File: config.mk
export PLATFORM = sky130hd
export DESIGN_NAME = ee357_mcpu_cu_ext_flat
export DESIGN_NICKNAME = d
export VERILOG_FILES = /design/src/rtl/ee357_mcpu_cu_ext_pkg.sv /design/src/rtl/ee357_mcpu_cu_ext_if.sv /design/src/rtl/ee357_mcpu_cu_ext_wait_timer.sv /design/src/rtl/ee357_mcpu_cu_ext.sv /design/src/flat_wrapper.sv
export SDC_FILE = /design/constraint.sdc
export NUM_CORES = 1
export LEC_CHECK = 0
export BUFFER_PORTS_ARGS = -buffer_cell sky130_fd_sc_hd__buf_2
export CORE_MARGIN = 1.5
export CORE_UTILIZATION = 45
export DETAILED_ROUTE_END_ITERATION = 7
export PLACE_DENSITY = 0.85
export SETUP_SLACK_MARGIN = 0.15
export SLEW_MARGIN = 20
export SYNTH_ARGS = -nofsm -noshare
export SYNTH_HDL_FRONTEND = slang
export SYNTH_SLANG_ARGS = --single-unit
File: constraint.sdc
create_clock -name clk -period 1.7 [get_ports clk]
set_input_delay 0.17 -clock clk [delete_from_list [all_inputs] [get_ports clk]]
set_output_delay 0.17 -clock clk [all_outputs]
set_load 0.05 [all_outputs]
File: src/rtl/ee357_mcpu_cu_ext_pkg.sv
// EE357 multicycle MIPS control unit: shared opcodes, states
// and datapath select encodings.
package ee357_mcpu_pkg;

  localparam logic [5:0] OP_LW    = 6'b100011;
  localparam logic [5:0] OP_SW    = 6'b101011;
  localparam logic [5:0] OP_RTYPE = 6'b000000;
  localparam logic [5:0] OP_BEQ   = 6'b000100;
  localparam logic [5:0] OP_BNE   = 6'b000101;
  localparam logic [5:0] OP_J     = 6'b000010;
  localparam logic [5:0] OP_ADDI  = 6'b001000;
  localparam logic [5:0] OP_JAL   = 6'b000011;
  localparam logic [5:0] FUNC_JR  = 6'b001000;

  typedef enum logic [3:0] {
    S_FETCH  = 4'd0,
    S_DECODE = 4'd1,
    S_MEMADR = 4'd2,
    S_MEMRD  = 4'd3,
    S_LWWB   = 4'd4,
    S_MEMWR  = 4'd5,
    S_REXEC  = 4'd6,
    S_RWB    = 4'd7,
    S_BRANCH = 4'd8,
    S_JUMP   = 4'd9,
    S_IEXEC  = 4'd10,
    S_IWB    = 4'd11,
    S_JAL    = 4'd12,
    S_JR     = 4'd13,
    S_TRAP   = 4'd14
  } state_t;

  typedef enum logic [1:0] {
    EXC_NONE    = 2'b00,
    EXC_ILLEGAL = 2'b01,
    EXC_TIMEOUT = 2'b10
  } cause_t;

  localparam logic [1:0] MTOR_ALU = 2'b00;
  localparam logic [1:0] MTOR_MDR = 2'b01;
  localparam logic [1:0] MTOR_PC  = 2'b10;

  localparam logic [1:0] RDST_RT = 2'b00;
  localparam logic [1:0] RDST_RD = 2'b01;
  localparam logic [1:0] RDST_RA = 2'b10;

  localparam logic [1:0] ALUB_B     = 2'b00;
  localparam logic [1:0] ALUB_4     = 2'b01;
  localparam logic [1:0] ALUB_IMM   = 2'b10;
  localparam logic [1:0] ALUB_IMMSH = 2'b11;

  localparam logic [1:0] ALUOP_ADD  = 2'b00;
  localparam logic [1:0] ALUOP_SUB  = 2'b01;
  localparam logic [1:0] ALUOP_FUNC = 2'b10;

  localparam logic [1:0] PCS_ALU = 2'b00;
  localparam logic [1:0] PCS_TGT = 2'b01;
  localparam logic [1:0] PCS_JMP = 2'b10;
  localparam logic [1:0] PCS_REG = 2'b11;

  function automatic logic is_mem_state(state_t s);
    return (s == S_FETCH) || (s == S_MEMRD) || (s == S_MEMWR);
  endfunction

endpackage

File: src/rtl/ee357_mcpu_cu_ext_if.sv
// Control unit <-> IR/memory/datapath bundle.
// master = control unit, slave = datapath side.
interface ee357_mcpu_cu_ext_if;
  logic [5:0] op;
  logic [5:0] func;
  logic       mem_rdy;
  logic       pcw;
  logic       pcwc;
  logic       iord;
  logic       mr;
  logic       mw;
  logic       irw;
  logic       regw;
  logic       alusela;
  logic       tw;
  logic       brne;
  logic [1:0] mtor;
  logic [1:0] rdst;
  logic [1:0] aluselb;
  logic [1:0] aluop;
  logic [1:0] pcs;
  logic       exc;
  logic [1:0] exc_cause;
  logic [3:0] state;

  modport master (
    input  op, func, mem_rdy,
    output pcw, pcwc, iord, mr, mw, irw,
    output regw, alusela, tw, brne,
    output mtor, rdst, aluselb, aluop, pcs,
    output exc, exc_cause, state
  );

  modport slave (
    output op, func, mem_rdy,
    input  pcw, pcwc, iord, mr, mw, irw,
    input  regw, alusela, tw, brne,
    input  mtor, rdst, aluselb, aluop, pcs,
    input  exc, exc_cause, state
  );
endinterface

File: src/rtl/ee357_mcpu_cu_ext_wait_timer.sv
// Memory wait-state counter; flags the wait cycle that
// would reach WAIT_LIMIT.
module ee357_mcpu_wait_timer #(
  parameter int WAIT_LIMIT = 15
) (
  input  logic clk,
  input  logic rst,
  input  logic clr,
  input  logic inc,
  output logic timeout
);

  localparam logic [7:0] LAST = 8'(WAIT_LIMIT - 1);

  logic [7:0] cnt;

  always_ff @(posedge clk) begin
    if (rst || clr) cnt <= '0;
    else if (inc)   cnt <= cnt + 8'd1;
  end

  // a ready cycle never increments, so it can never time out
  assign timeout = inc && (cnt == LAST);

endmodule

File: src/rtl/ee357_mcpu_cu_ext.sv
// Multicycle MIPS control unit with ADDI/JAL/JR/BNE,
// memory wait states and an exception trap.
module ee357_mcpu_cu_ext
  import ee357_mcpu_pkg::*;
#(
  parameter bit MEM_HANDSHAKE = 1'b1,
  parameter int WAIT_LIMIT    = 15,
  parameter bit TRAP_HALT     = 1'b0
) (
  input logic                 clk,
  input logic                 rst,
  ee357_mcpu_cu_ext_if.master bus
);

  state_t state, state_n;
  cause_t cause, cause_n;
  logic   bne_q, bne_n;
  logic   rdy;
  logic   wait_inc;
  logic   wait_clr;
  logic   timeout;

  assign rdy      = MEM_HANDSHAKE ? bus.mem_rdy : 1'b1;
  assign wait_inc = MEM_HANDSHAKE && is_mem_state(state)
                    && !bus.mem_rdy;
  assign wait_clr = (state_n != state);

  if (MEM_HANDSHAKE) begin : g_wait
    ee357_mcpu_wait_timer #(
      .WAIT_LIMIT(WAIT_LIMIT)
    ) u_timer (
      .clk    (clk),
      .rst    (rst),
      .clr    (wait_clr),
      .inc    (wait_inc),
      .timeout(timeout)
    );
  end else begin : g_nowait
    assign timeout = 1'b0;
  end

  always_ff @(posedge clk) begin
    if (rst) begin
      state <= S_FETCH;
      cause <= EXC_NONE;
      bne_q <= 1'b0;
    end else begin
      state <= state_n;
      cause <= cause_n;
      bne_q <= bne_n;
    end
  end

  always_comb begin
    state_n = state;
    cause_n = cause;
    bne_n   = bne_q;
    unique case (state)
      S_FETCH: begin
        if (rdy) state_n = S_DECODE;
        else if (timeout) begin
          state_n = S_TRAP;
          cause_n = EXC_TIMEOUT;
        end
      end
      S_DECODE: begin
        // latched so BRANCH never looks at op again
        bne_n = (bus.op == OP_BNE);
        unique case (1'b1)
          (bus.op == OP_LW) || (bus.op == OP_SW):
            state_n = S_MEMADR;
          (bus.op == OP_RTYPE) && (bus.func == FUNC_JR):
            state_n = S_JR;
          (bus.op == OP_RTYPE) && (bus.func != FUNC_JR):
            state_n = S_REXEC;
          (bus.op == OP_BEQ) || (bus.op == OP_BNE):
            state_n = S_BRANCH;
          (bus.op == OP_J):
            state_n = S_JUMP;
          (bus.op == OP_ADDI):
            state_n = S_IEXEC;
          (bus.op == OP_JAL):
            state_n = S_JAL;
          default: begin
            state_n = S_TRAP;
            cause_n = EXC_ILLEGAL;
          end
        endcase
      end
      S_MEMADR:
        state_n = (bus.op == OP_SW) ? S_MEMWR : S_MEMRD;
      S_MEMRD: begin
        if (rdy) state_n = S_LWWB;
        else if (timeout) begin
          state_n = S_TRAP;
          cause_n = EXC_TIMEOUT;
        end
      end
      S_MEMWR: begin
        if (rdy) state_n = S_FETCH;
        else if (timeout) begin
          state_n = S_TRAP;
          cause_n = EXC_TIMEOUT;
        end
      end
      S_REXEC: state_n = S_RWB;
      S_IEXEC: state_n = S_IWB;
      S_TRAP:  if (!TRAP_HALT) state_n = S_FETCH;
      default: state_n = S_FETCH;
    endcase
    if (state_n == S_FETCH) cause_n = EXC_NONE;
  end

  always_comb begin
    bus.pcw     = 1'b0;
    bus.pcwc    = 1'b0;
    bus.iord    = 1'b0;
    bus.mr      = 1'b0;
    bus.mw      = 1'b0;
    bus.irw     = 1'b0;
    bus.regw    = 1'b0;
    bus.alusela = 1'b0;
    bus.tw      = 1'b0;
    bus.brne    = 1'b0;
    bus.exc     = 1'b0;
    bus.mtor    = MTOR_ALU;
    bus.rdst    = RDST_RT;
    bus.aluselb = ALUB_B;
    bus.aluop   = ALUOP_ADD;
    bus.pcs     = PCS_ALU;
    unique case (state)
      S_FETCH: begin
        bus.mr      = 1'b1;
        bus.irw     = rdy;
        bus.pcw     = rdy;
        bus.aluselb = ALUB_4;
      end
      S_DECODE: begin
        bus.tw      = 1'b1;
        bus.aluselb = ALUB_IMMSH;
      end
      S_MEMADR: begin
        bus.iord    = 1'b1;
        bus.alusela = 1'b1;
        bus.aluselb = ALUB_IMM;
      end
      S_MEMRD: begin
        bus.iord    = 1'b1;
        bus.mr      = 1'b1;
        bus.alusela = 1'b1;
        bus.aluselb = ALUB_IMM;
      end
      S_LWWB: begin
        bus.iord    = 1'b1;
        bus.mr      = 1'b1;
        bus.regw    = 1'b1;
        bus.mtor    = MTOR_MDR;
        bus.alusela = 1'b1;
        bus.aluselb = ALUB_IMM;
      end
      S_MEMWR: begin
        bus.iord    = 1'b1;
        bus.mw      = 1'b1;
        bus.alusela = 1'b1;
        bus.aluselb = ALUB_IMM;
      end
      S_REXEC: begin
        bus.alusela = 1'b1;
        bus.aluop   = ALUOP_FUNC;
      end
      S_RWB: begin
        bus.regw    = 1'b1;
        bus.rdst    = RDST_RD;
        bus.alusela = 1'b1;
        bus.aluop   = ALUOP_FUNC;
      end
      S_BRANCH: begin
        bus.pcwc    = 1'b1;
        bus.alusela = 1'b1;
        bus.aluop   = ALUOP_SUB;
        bus.pcs     = PCS_TGT;
        bus.brne    = bne_q;
      end
      S_JUMP: begin
        bus.pcw = 1'b1;
        bus.pcs = PCS_JMP;
      end
      S_IEXEC, S_IWB: begin
        bus.regw    = (state == S_IWB);
        bus.alusela = 1'b1;
        bus.aluselb = ALUB_IMM;
      end
      S_JAL: begin
        bus.pcw  = 1'b1;
        bus.pcs  = PCS_JMP;
        bus.regw = 1'b1;
        bus.rdst = RDST_RA;
        bus.mtor = MTOR_PC;
      end
      S_JR: begin
        bus.pcw = 1'b1;
        bus.pcs = PCS_REG;
      end
      S_TRAP: bus.exc = 1'b1;
      default: ;
    endcase
  end

  assign bus.state     = state;
  assign bus.exc_cause = cause;

endmodule

File: src/flat_wrapper.sv
// flat-port wrapper written by rule: the top's interface ports become plain ports
module ee357_mcpu_cu_ext_flat import ee357_mcpu_pkg::*;
#(
  parameter bit MEM_HANDSHAKE = 1'b1,
  parameter int WAIT_LIMIT    = 15,
  parameter bit TRAP_HALT     = 1'b0
)
  (clk, rst, bus_op, bus_func, bus_mem_rdy, bus_pcw, bus_pcwc, bus_iord, bus_mr, bus_mw, bus_irw, bus_regw, bus_alusela, bus_tw, bus_brne, bus_mtor, bus_rdst, bus_aluselb, bus_aluop, bus_pcs, bus_exc, bus_exc_cause, bus_state);
  ee357_mcpu_cu_ext_if bus_i ();
  input logic clk;
  input logic rst;
  input wire logic [$bits(bus_i.op)-1:0] bus_op;
  input wire logic [$bits(bus_i.func)-1:0] bus_func;
  input wire logic [$bits(bus_i.mem_rdy)-1:0] bus_mem_rdy;
  output wire logic [$bits(bus_i.pcw)-1:0] bus_pcw;
  output wire logic [$bits(bus_i.pcwc)-1:0] bus_pcwc;
  output wire logic [$bits(bus_i.iord)-1:0] bus_iord;
  output wire logic [$bits(bus_i.mr)-1:0] bus_mr;
  output wire logic [$bits(bus_i.mw)-1:0] bus_mw;
  output wire logic [$bits(bus_i.irw)-1:0] bus_irw;
  output wire logic [$bits(bus_i.regw)-1:0] bus_regw;
  output wire logic [$bits(bus_i.alusela)-1:0] bus_alusela;
  output wire logic [$bits(bus_i.tw)-1:0] bus_tw;
  output wire logic [$bits(bus_i.brne)-1:0] bus_brne;
  output wire logic [$bits(bus_i.mtor)-1:0] bus_mtor;
  output wire logic [$bits(bus_i.rdst)-1:0] bus_rdst;
  output wire logic [$bits(bus_i.aluselb)-1:0] bus_aluselb;
  output wire logic [$bits(bus_i.aluop)-1:0] bus_aluop;
  output wire logic [$bits(bus_i.pcs)-1:0] bus_pcs;
  output wire logic [$bits(bus_i.exc)-1:0] bus_exc;
  output wire logic [$bits(bus_i.exc_cause)-1:0] bus_exc_cause;
  output wire logic [$bits(bus_i.state)-1:0] bus_state;
  assign bus_i.op = bus_op;
  assign bus_i.func = bus_func;
  assign bus_i.mem_rdy = bus_mem_rdy;
  assign bus_pcw = bus_i.pcw;
  assign bus_pcwc = bus_i.pcwc;
  assign bus_iord = bus_i.iord;
  assign bus_mr = bus_i.mr;
  assign bus_mw = bus_i.mw;
  assign bus_irw = bus_i.irw;
  assign bus_regw = bus_i.regw;
  assign bus_alusela = bus_i.alusela;
  assign bus_tw = bus_i.tw;
  assign bus_brne = bus_i.brne;
  assign bus_mtor = bus_i.mtor;
  assign bus_rdst = bus_i.rdst;
  assign bus_aluselb = bus_i.aluselb;
  assign bus_aluop = bus_i.aluop;
  assign bus_pcs = bus_i.pcs;
  assign bus_exc = bus_i.exc;
  assign bus_exc_cause = bus_i.exc_cause;
  assign bus_state = bus_i.state;
  ee357_mcpu_cu_ext #(.MEM_HANDSHAKE(MEM_HANDSHAKE), .WAIT_LIMIT(WAIT_LIMIT), .TRAP_HALT(TRAP_HALT)) u_core (.clk(clk), .rst(rst), .bus(bus_i));
endmodule
==> results of run 1 <==
cells by family after synthesis:
group                      after synthesis  share of synthesized area, %
adders and majority gates                2                          1.99
DFF                                     15                          23.9
and+or+nand+nor                         89                          39.7
AOI/OAI and AO/OA                       36                          21.9
buffers and inverters                   16                          7.06
xor gates and xnor gates                 8                          5.57
through the flow:
stage,hold slack (ns),area (µm²),worst slack [ns],utilization (%)
2_1_floorplan,0.229,1450,-0.423,-
3_3_place_gp,0.469,1860,-0.0302,72.5
3_5_place_dp,0.466,1860,-0.101,72.5
4_1_cts,0.183,2460,-0.0337,95.7
timing repair:
item | in CTS
gates cloned | 1
setup endpoints to repair | 34
pin swaps | 21
resized for setup | 109
setup buffers | 16
==> results by group, run 1 <==
Run status
  – Status: stopped before the end
  – Fail Step: global routing (5_1_grt)
  – Error: [ERROR DPL-0038] Utilization greater than 100%, impossible to legalize

Logic synthesis
  – Synth cell types: 50
  – Ys flop type: dfxtp_1
  – Synth top area share: 23.9%
  – Top cells by area, synth: dfxtp_1 24%, nor2_1 8.1%, nand2_1 4.5%
  – Sequential area share after synthesis: 23.9%
  – Synth cell count leaders: 27 x nor2_1, 15 x dfxtp_1, 15 x nand2_1
  – Count leader, synth: nor2_1
  – YS warnings: 0
  – EDFF count, synth: 0
  – Synth async-reset ratio: 0%
  – Mapped Nets: between 150 and 200
  – Mapped cell area: 1260 µm²
  – Mapped Avg Cell Area: around 7.6 µm²
  – Synth Instances: 166
  – FF+latch count, synth: 15
  – Cell taking the most area after synthesis: dfxtp_1

Placed design
  – Detailed placer's ending HPWL: 3200 µm
  – RD Place Congestion: about 0.95
  – # placed instances: 263
  – Port bufs: 41

Die
  – Die span in y: 55.9 µm
  – Die Wd: 55.9 µm
  – Io pins: 42
  – Cell Rows: 18
  – Initial Utilization: 49.0%

STA
  – Worst EP kind: sequential cell input
  – Worst EP post-GRT repair: u_core.g_wait.u_timer.cnt[1]$_SDFFE_PP0P_/D

Clock tree
  – CTS root buffer: clkbuf_4
  – # hold bufs at CTS: 0
  – CTS Buf Count: 3
  – H-tree levels: 1
  – Clock Sinks: 15
  – CTS max path bufs: 2

Global routing
  – Largest net degree at the start of global routing: 10
==> run 2: changes to the inputs <==
--- a/config.mk
+++ b/config.mk
@@ -6,11 +6,10 @@
 export NUM_CORES = 1
 export LEC_CHECK = 0
 export BUFFER_PORTS_ARGS = -buffer_cell sky130_fd_sc_hd__buf_2
-export CORE_MARGIN = 1.5
-export CORE_UTILIZATION = 45
+export CORE_AREA = 2 2 63 65
 export DETAILED_ROUTE_END_ITERATION = 7
-export PLACE_DENSITY = 0.85
-export SETUP_SLACK_MARGIN = 0.15
+export DIE_AREA = 0 0 65 67
+export PLACE_DENSITY_LB_ADDON = 0.15
 export SLEW_MARGIN = 20
 export SYNTH_ARGS = -nofsm -noshare
 export SYNTH_HDL_FRONTEND = slang
==> constraint.sdc (replaced) <==
create_clock -name clk -period 2.2 [get_ports clk]
set_input_delay 0.22 -clock clk [delete_from_list [all_inputs] [get_ports clk]]
set_output_delay 0.22 -clock clk [all_outputs]
set_load 0.05 [all_outputs]
==> results by group, run 2 <==
Global routing
  – Initial antenna violation count: 0
  – GR Util met2: around a quarter
  – Overflow after GRT: 0
  – All-Layer GR Usage: 17.0%
  – First-pass GRT wire length: 5950 µm
  – Most used routing layer: met2
  – Largest net degree at the start of global routing: 15
  – GR Util met1: 23.6%
  – M3 GR Usage: 2.70%
  – Vias in the first global route: around 1300

Placed design
  – Port bufs: 41 (unchanged)
  – # placed instances: 255 (was 263)
  – Detailed placer's ending HPWL: 2660 µm (was 3200 µm)
  – Pre-CTS setup slack: 0.280 ns (was -0.101 ns)
  – RD Place Congestion: 0.929 (was 0.948)
  – Dpl cell area: 1570 µm² (was 1860 µm²)

Clock tree
  – # hold bufs at CTS: 0 (unchanged)
  – Clock slew at reported path FFs: 0.07 ns
  – Post-CTS Setup Bufs: 0 (was 16)
  – CTS Buf Count: 3 (unchanged)
  – CTS max path bufs: 2 (unchanged)
  – Clock Sinks: 15 (unchanged)
  – Clock latency on the worst-skew pair: 0.25 ns
  – H-tree levels: 1 (unchanged)
  – CTS root buffer: clkbuf_8 (was clkbuf_4)
  – CTS resizes: 0 (was 109)
  – CTS tree: built

Route
  – Initial drt markers: 58
  – Total Wirelength: between 3000 and 4000 µm
  – Drt pass-1 iters: 4
  – DR vias/cell: 5.24
  – DRC errors left: 0
  – WL per Instance: 12.8 µm
  – Post-route ant nets: 0
  – Via count: roughly 1400

Critical path
  – Max stage delay on crit path: between 0.5 and 0.6 ns
  – R2r startpoint: u_core.g_wait.u_timer.cnt[0]
  – WP data arrival: 1.80 ns
  – WP buf/inv: 2
  – Cell Chain, Critical Path: buf_4 -> nor2_1 -> and3_1 -> or2_2 -> buf_2
  – Critical path class: flop to output pin
  – Setup crit start kind: flop
  – Crit path max fanout: 12
  – Delay-heaviest family, CP: simple AND/OR/NAND/NOR gates
  – Slowest CP cell: dfxtp_1
  – CP required: just under 2 ns
  – CP Capture Type: output pin
  – Worst setup path startpoint: u_core.bus.state[1]

STA
  – Final setup viols: 0
  – Normalized max-slew margin: 74.9%
  – Max Clock Skew: 0.00474 ns
  – Final hold slack: 0.253 ns
  – Worst-Margin Slew: between 0.3 and 0.4 ns
  – Endpoints failing hold: 0
  – Worst setup margin: 0.183 ns
  – Setup_tns: 0 ns
  – Final Cycle Share: 91.7%
  – Clock period minus worst slack: about 2.0 ns
  – RSZ-0062 raised after global routing: no
  – Pins over their slew limit: 0
  – FMAX: 496 MHz

Power and ir drop
  – Static Leak: 0.719 nW
  – Tot Pwr: 2.17 mW
  – Maximum vdd drop: 546 µV
  – Pwr/cell area: 1340 nW/µm²

Final layout
  – Multi-input gate area: 907 µm²
  – Post-Route Utilization: 44.7%
  – Post-route cell area: around 1600 µm²
  – Biggest register: u_core.g_wait.u_timer.cnt
  – Layout cells sized above 1: 37.0%
  – Max reg flops: 8
  – Inserted Diodes: 0
  – Commonest non-fill, non-tap cell in the layout: buf_2
  – Fin nets: 229
  – # fillers: 383
  – Most frequent cells in the layout: 41 x buf_2, 26 x nor2_1, 15 x nand2_1, 15 x dfxtp_1, 9 x buf_4
  – Area Overhead vs Synth: 28.1%
  – Post-Layout Cell Count: 259
  – Seq. cell area: roughly 300 µm²

Logic synthesis
  – YS warnings: 0 (unchanged)
  – Synth Instances: 166 (unchanged)
  – EDFF count, synth: 0 (unchanged)
  – FF+latch count, synth: 15 (unchanged)
  – Synth cell count leaders: 27 x nor2_1, 15 x dfxtp_1, 15 x nand2_1 (unchanged)
  – Synth cell types: 50 (unchanged)
  – Top cells by area, synth: dfxtp_1 24%, nor2_1 8.1%, nand2_1 4.5% (unchanged)
  – Ys flop type: dfxtp_1 (unchanged)
  – Synth top area share: 23.9% (unchanged)
  – Synth async-reset ratio: 0% (unchanged)
  – Mapped Nets: 183 (unchanged)
  – Count leader, synth: nor2_1 (unchanged)
  – Cell taking the most area after synthesis: dfxtp_1 (unchanged)
  – Mapped Avg Cell Area: 7.58 µm² (unchanged)
  – Sequential area share after synthesis: 23.9% (unchanged)
  – Mapped cell area: 1260 µm² (unchanged)

Die
  – Initial Utilization: 34.9% (was 49.0%)
  – Die span in y: 67 µm (was 55.9 µm)
  – Die area: 4360 µm²
  – Die Wd: 65 µm (was 55.9 µm)
  – CORE AREA: 3610 µm²
  – Io pins: 42 (unchanged)
  – Cell Rows: 22 (was 18)

Job
  – Max-cap violations: 0

Worst hold path
  – Worst hold-check path type: primary input to flop
  – Hold Crit Start: rst

Run status
  – Status: completed (was stopped before the end)
run 2: cell counts after synthesis:
Identical to the previous run, type by type.
run 2: logic make-up (layout without fill, tap and decap cells):
| logic type | count (synthesis) | in the layout | synth area share [%] |
|---|---|---|---|
| buffers and inverters | 16 | 61 | 7.06 |
| and+or+nand+nor | 89 | 89 | 39.7 |
| DFF | 15 | 15 | 23.9 |
| adders and majority gates | 2 | 2 | 1.99 |
| AOI/OAI and AO/OA | 36 | 36 | 21.9 |
| xor gates and xnor gates | 8 | 8 | 5.57 |
run 2: area by class of cell:
cell class              count  area share [%]
inverters                   7            1.63
well taps                  48            3.72
multi-input cells         135            56.2
clock buffers               3            2.56
flip-flops and latches     15            18.6
clock inverters             1           0.310
repair buffers             50            16.9
run 2: power breakdown:
| part | internal [mW] | switching (mW) |
|---|---|---|
| clock | 0.126 | 0.104 |
| sequential | 0.316 | 0.0574 |
| combinational | 0.457 | 1.11 |
| total | 0.899 | 1.27 |
run 2: worst register-to-register path: stages (launching register included):
cell	delay, ns
dfxtp_1	0.37
inv_1	0.06
ha_1	0.20
and3_1	0.17
o311ai_0	0.35
o221ai_1	0.24
nor4_2	0.35
nor3b_2	0.09
run 2: worst paths after layout:
kind	end	slack, ns	cells after the start
worst max-delay path	bus_pcw	0.18	5
worst min-delay path	u_core.bus.state[0]	0.25	2
worst max register to register	u_core.bus.exc_cause[0]	0.27	7
worst min register to register	u_core.bne_q	0.49	2
run 2: per-layer routing:
| metal | share of wire (%) | up-vias | wire length (µm) |
|---|---|---|---|
| li1 | - | 686 | - |
| met1 | 50 | 626 | 1660 |
| met2 | 43 | 41 | 1410 |
| met3 | 6.2 | 4 | 205 |
| met4 | 1.2 | 0 | 39 |
| met5 | 0 | - | 0 |
(Power assumes the default switching activity.)
==> run 3: changes to the inputs <==
--- a/config.mk
+++ b/config.mk
@@ -5,12 +5,12 @@
 export SDC_FILE = /design/constraint.sdc
 export NUM_CORES = 1
 export LEC_CHECK = 0
+export ABC_AREA = 1
 export BUFFER_PORTS_ARGS = -buffer_cell sky130_fd_sc_hd__buf_2
-export CORE_AREA = 2 2 63 65
+export CORE_MARGIN = 1.5
+export CORE_UTILIZATION = 35
 export DETAILED_ROUTE_END_ITERATION = 7
-export DIE_AREA = 0 0 65 67
 export PLACE_DENSITY_LB_ADDON = 0.15
-export SLEW_MARGIN = 20
 export SYNTH_ARGS = -nofsm -noshare
 export SYNTH_HDL_FRONTEND = slang
 export SYNTH_SLANG_ARGS = --single-unit
==> results by group, run 3 <==
Critical path
  – Crit path to: bus_brne (was bus_pcw)
  – R2r startpoint: u_core.bus.state[3] (was u_core.g_wait.u_timer.cnt[0])
  – R2R setup slack: 0.31 ns (was 0.27 ns)
  – CP Capture Type: output pin (unchanged)
  – Critical path class: flop to output pin (unchanged)
  – Setup crit start kind: flop (unchanged)
  – Worst setup path startpoint: u_core.bus.state[3] (was u_core.bus.state[1])
  – RR Endpoint: u_core.g_wait.u_timer.cnt[7] (was u_core.bus.exc_cause[0])
  – Crit path max fanout: 6 (was 12)
  – WP data arrival: 1.75 ns (was 1.80 ns)
  – R2R depth: 11 (was 7)
  – CP required: 1.98 ns (about the same)

Global routing
  – Vias in the first global route: 1245 (was 1290)
  – Overflow after GRT: 0 (unchanged)
  – First-pass GRT wire length: 5560 µm (was 5950 µm)
  – Initial antenna violation count: 0 (unchanged)
  – Largest net degree at the start of global routing: 12 (was 15)
  – All-Layer GR Usage: 16.1% (was 17.0%)

STA
  – FMAX: 509 MHz (was 496 MHz)
  – Pins over their slew limit: 0 (unchanged)
  – Endpoints failing hold: 0 (unchanged)
  – Final setup viols: 0 (unchanged)
  – Final hold slack: 0.224 ns (was 0.253 ns)
  – Normalized max-slew margin: 67.5% (was 74.9%)
  – Worst-Margin Slew: 0.486 ns (was 0.372 ns)
  – Final Cycle Share: 89.4% (was 91.7%)
  – Worst setup margin: 0.234 ns (was 0.183 ns)
  – Setup_tns: 0 ns (unchanged)
  – RSZ-0062 raised after global routing: no (unchanged)
  – Max Clock Skew: 0.00584 ns (was 0.00474 ns)
  – Clock period minus worst slack: 1.97 ns (was 2.02 ns)

Clock tree
  – Post-CTS Setup Bufs: 0 (unchanged)
  – # hold bufs at CTS: 0 (unchanged)
  – Clock Sinks: 15 (unchanged)
  – CTS Buf Count: 3 (unchanged)
  – CTS tree: built (unchanged)
  – Clock latency on the worst-skew pair: 0.25 ns (about the same)
  – CTS max path bufs: 2 (unchanged)
  – Clock slew at reported path FFs: 0.07 ns (about the same)
  – H-tree levels: 1 (unchanged)
  – CTS root buffer: clkbuf_8 (unchanged)
  – CTS resizes: 0 (unchanged)

Route
  – Via count: 1404 (was 1357)
  – WL per Instance: 10.2 µm (was 12.8 µm)
  – Post-route ant nets: 0 (unchanged)
  – Initial drt markers: 55 (was 58)
  – Total Wirelength: 3210 µm (was 3320 µm)
  – DR vias/cell: 4.46 (was 5.24)
  – Drt pass-1 iters: 4 (unchanged)
  – DRC errors left: 0 (unchanged)

Logic synthesis
  – Ys flop type: dfxtp_1 (unchanged)
  – Count leader, synth: nand2_1 (was nor2_1)
  – Cell taking the most area after synthesis: dfxtp_1 (unchanged)
  – Synth Instances: 225 (was 166)
  – Top cells by area, synth: dfxtp_1 21%, nand2_1 11%, inv_1 10% (was dfxtp_1 24%, nor2_1 8.1%, nand2_1 4.5%)
  – Synth top area share: 21.3% (was 23.9%)
  – Mapped Nets: 242 (was 183)
  – Mapped cell area: 1410 µm² (was 1260 µm²)
  – Synth async-reset ratio: 0% (unchanged)
  – Synth cell count leaders: 42 x nand2_1, 38 x inv_1, 35 x nor2_1 (was 27 x nor2_1, 15 x dfxtp_1, 15 x nand2_1)
  – EDFF count, synth: 0 (unchanged)
  – Mapped Avg Cell Area: 6.28 µm² (was 7.58 µm²)
  – Sequential area share after synthesis: 21.3% (was 23.9%)
  – FF+latch count, synth: 15 (unchanged)
  – YS warnings: 0 (unchanged)
  – Synth cell types: 28 (was 50)

Final layout
  – Biggest register: u_core.g_wait.u_timer.cnt (unchanged)
  – Most frequent cells in the layout: 42 x nand2_1, 41 x buf_2, 38 x inv_1 (was 41 x buf_2, 26 x nor2_1, 15 x nand2_1, 15 x dfxtp_1, 9 x buf_4)
  – Inserted Diodes: 0 (unchanged)
  – Commonest non-fill, non-tap cell in the layout: nand2_1 (was buf_2)
  – Layout cells sized above 1: 35.6% (was 37.0%)
  – Fin nets: 285 (was 229)
  – # fillers: 415 (was 383)
  – Post-route cell area: 1710 µm² (was 1610 µm²)
  – Max reg flops: 8 (unchanged)
  – Area Overhead vs Synth: 20.8% (was 28.1%)

Die
  – Cell Rows: 22 (unchanged)
  – Io pins: 42 (unchanged)
  – CORE AREA: 3770 µm² (was 3610 µm²)
  – Die span in y: 66.5 µm (was 67 µm)
  – Die area: 4430 µm² (was 4360 µm²)
  – Die Wd: 66.5 µm (was 65 µm)
  – Initial Utilization: 37.5% (was 34.9%)

Power and ir drop
  – Static Leak: 0.918 nW (was 0.719 nW)
  – Maximum vdd drop: 715 µV (was 546 µV)
  – Tot Pwr: 2.59 mW (was 2.17 mW)
  – Pwr/cell area: 1510 nW/µm² (was 1340 nW/µm²)

Placed design
  – Port bufs: 41 (unchanged)
  – Pre-CTS setup slack: 0.351 ns (was 0.280 ns)
  – Dpl cell area: 1660 µm² (was 1570 µm²)
  – RD Place Congestion: 0.791 (was 0.929)
  – Detailed placer's ending HPWL: 2670 µm (was 2660 µm)

Run status
  – Status: completed (unchanged)

Worst hold path
  – Hold Crit Start: rst (unchanged)
  – Worst hold-check path type: primary input to flop (unchanged)

Job
  – Max-cap violations: 0 (unchanged)
==> run 3: critical path: stages, from the launching register on <==
cell     delay (ns)
dfxtp_1        0.56
inv_1          0.21
nor2_1         0.13
inv_1          0.07
nor2_2         0.12
inv_1          0.09
nor2_2         0.07
buf_2          0.26
==> run 3: power by group <==
part | switching [mW] | internal, mW
Sequential | 0.0937 | 0.312
Clock | 0.109 | 0.126
Combinational | 1.45 | 0.491
Total | 1.66 | 0.928
==> run 3: area by class of cell <==
type                       instances  area [µm²]  share of cell area [%]
clock buffer                       3        41.3                    2.42
timing repair buffer              43         220                    12.9
multi-input combinational        157         895                    52.4
clock inverter                     1        5.00                   0.293
tap                               48        60.1                    3.52
sequential                        15         300                    17.6
inverter                          48         185                    10.9
==> run 3: worst min path at each step <==
stage                     endpoint  slack (ns)  cells past startpoint
2_1_floorplan         u_core.bne_q        0.29                      1
3_3_place_gp          u_core.bne_q        0.46                      2
3_5_place_dp          u_core.bne_q        0.46                      2
4_1_cts               u_core.bne_q        0.22                      2
5_1_grt        u_core.bus.state[2]        0.24                      2
6_report              u_core.bne_q        0.22                      2
==> run 3: metal layers <==
layer  track usage, %  vias up  wire (µm)
li1                 -      765          -
met1             23.9      612       1690
met2             24.1       25       1400
met3             2.36        2         98
met4             3.83        0         17
met5                0        -          0
==> run 3: cells by family (layout without fill, tap and decap cells) <==
family / Yosys count / in the layout / share of synthesized area (%)
buf+inv: 53 / 95 / 16.6
flops: 15 / 15 / 21.3
compound gates: 21 / 21 / 8.86
fa+ha+maj: 2 / 2 / 1.77
simple gates: 127 / 127 / 47.2
xor+xnor: 7 / 7 / 4.34
==> run 3: through the flow <==
stage / std cells / utilization [%]
after floorplan: 225 / -
after global placement: 311 / 44.0
after detailed placement: 311 / 44.0
after CTS: 315 / 45.3
after global routing: 315 / 45.3
final: 315 / 45.3
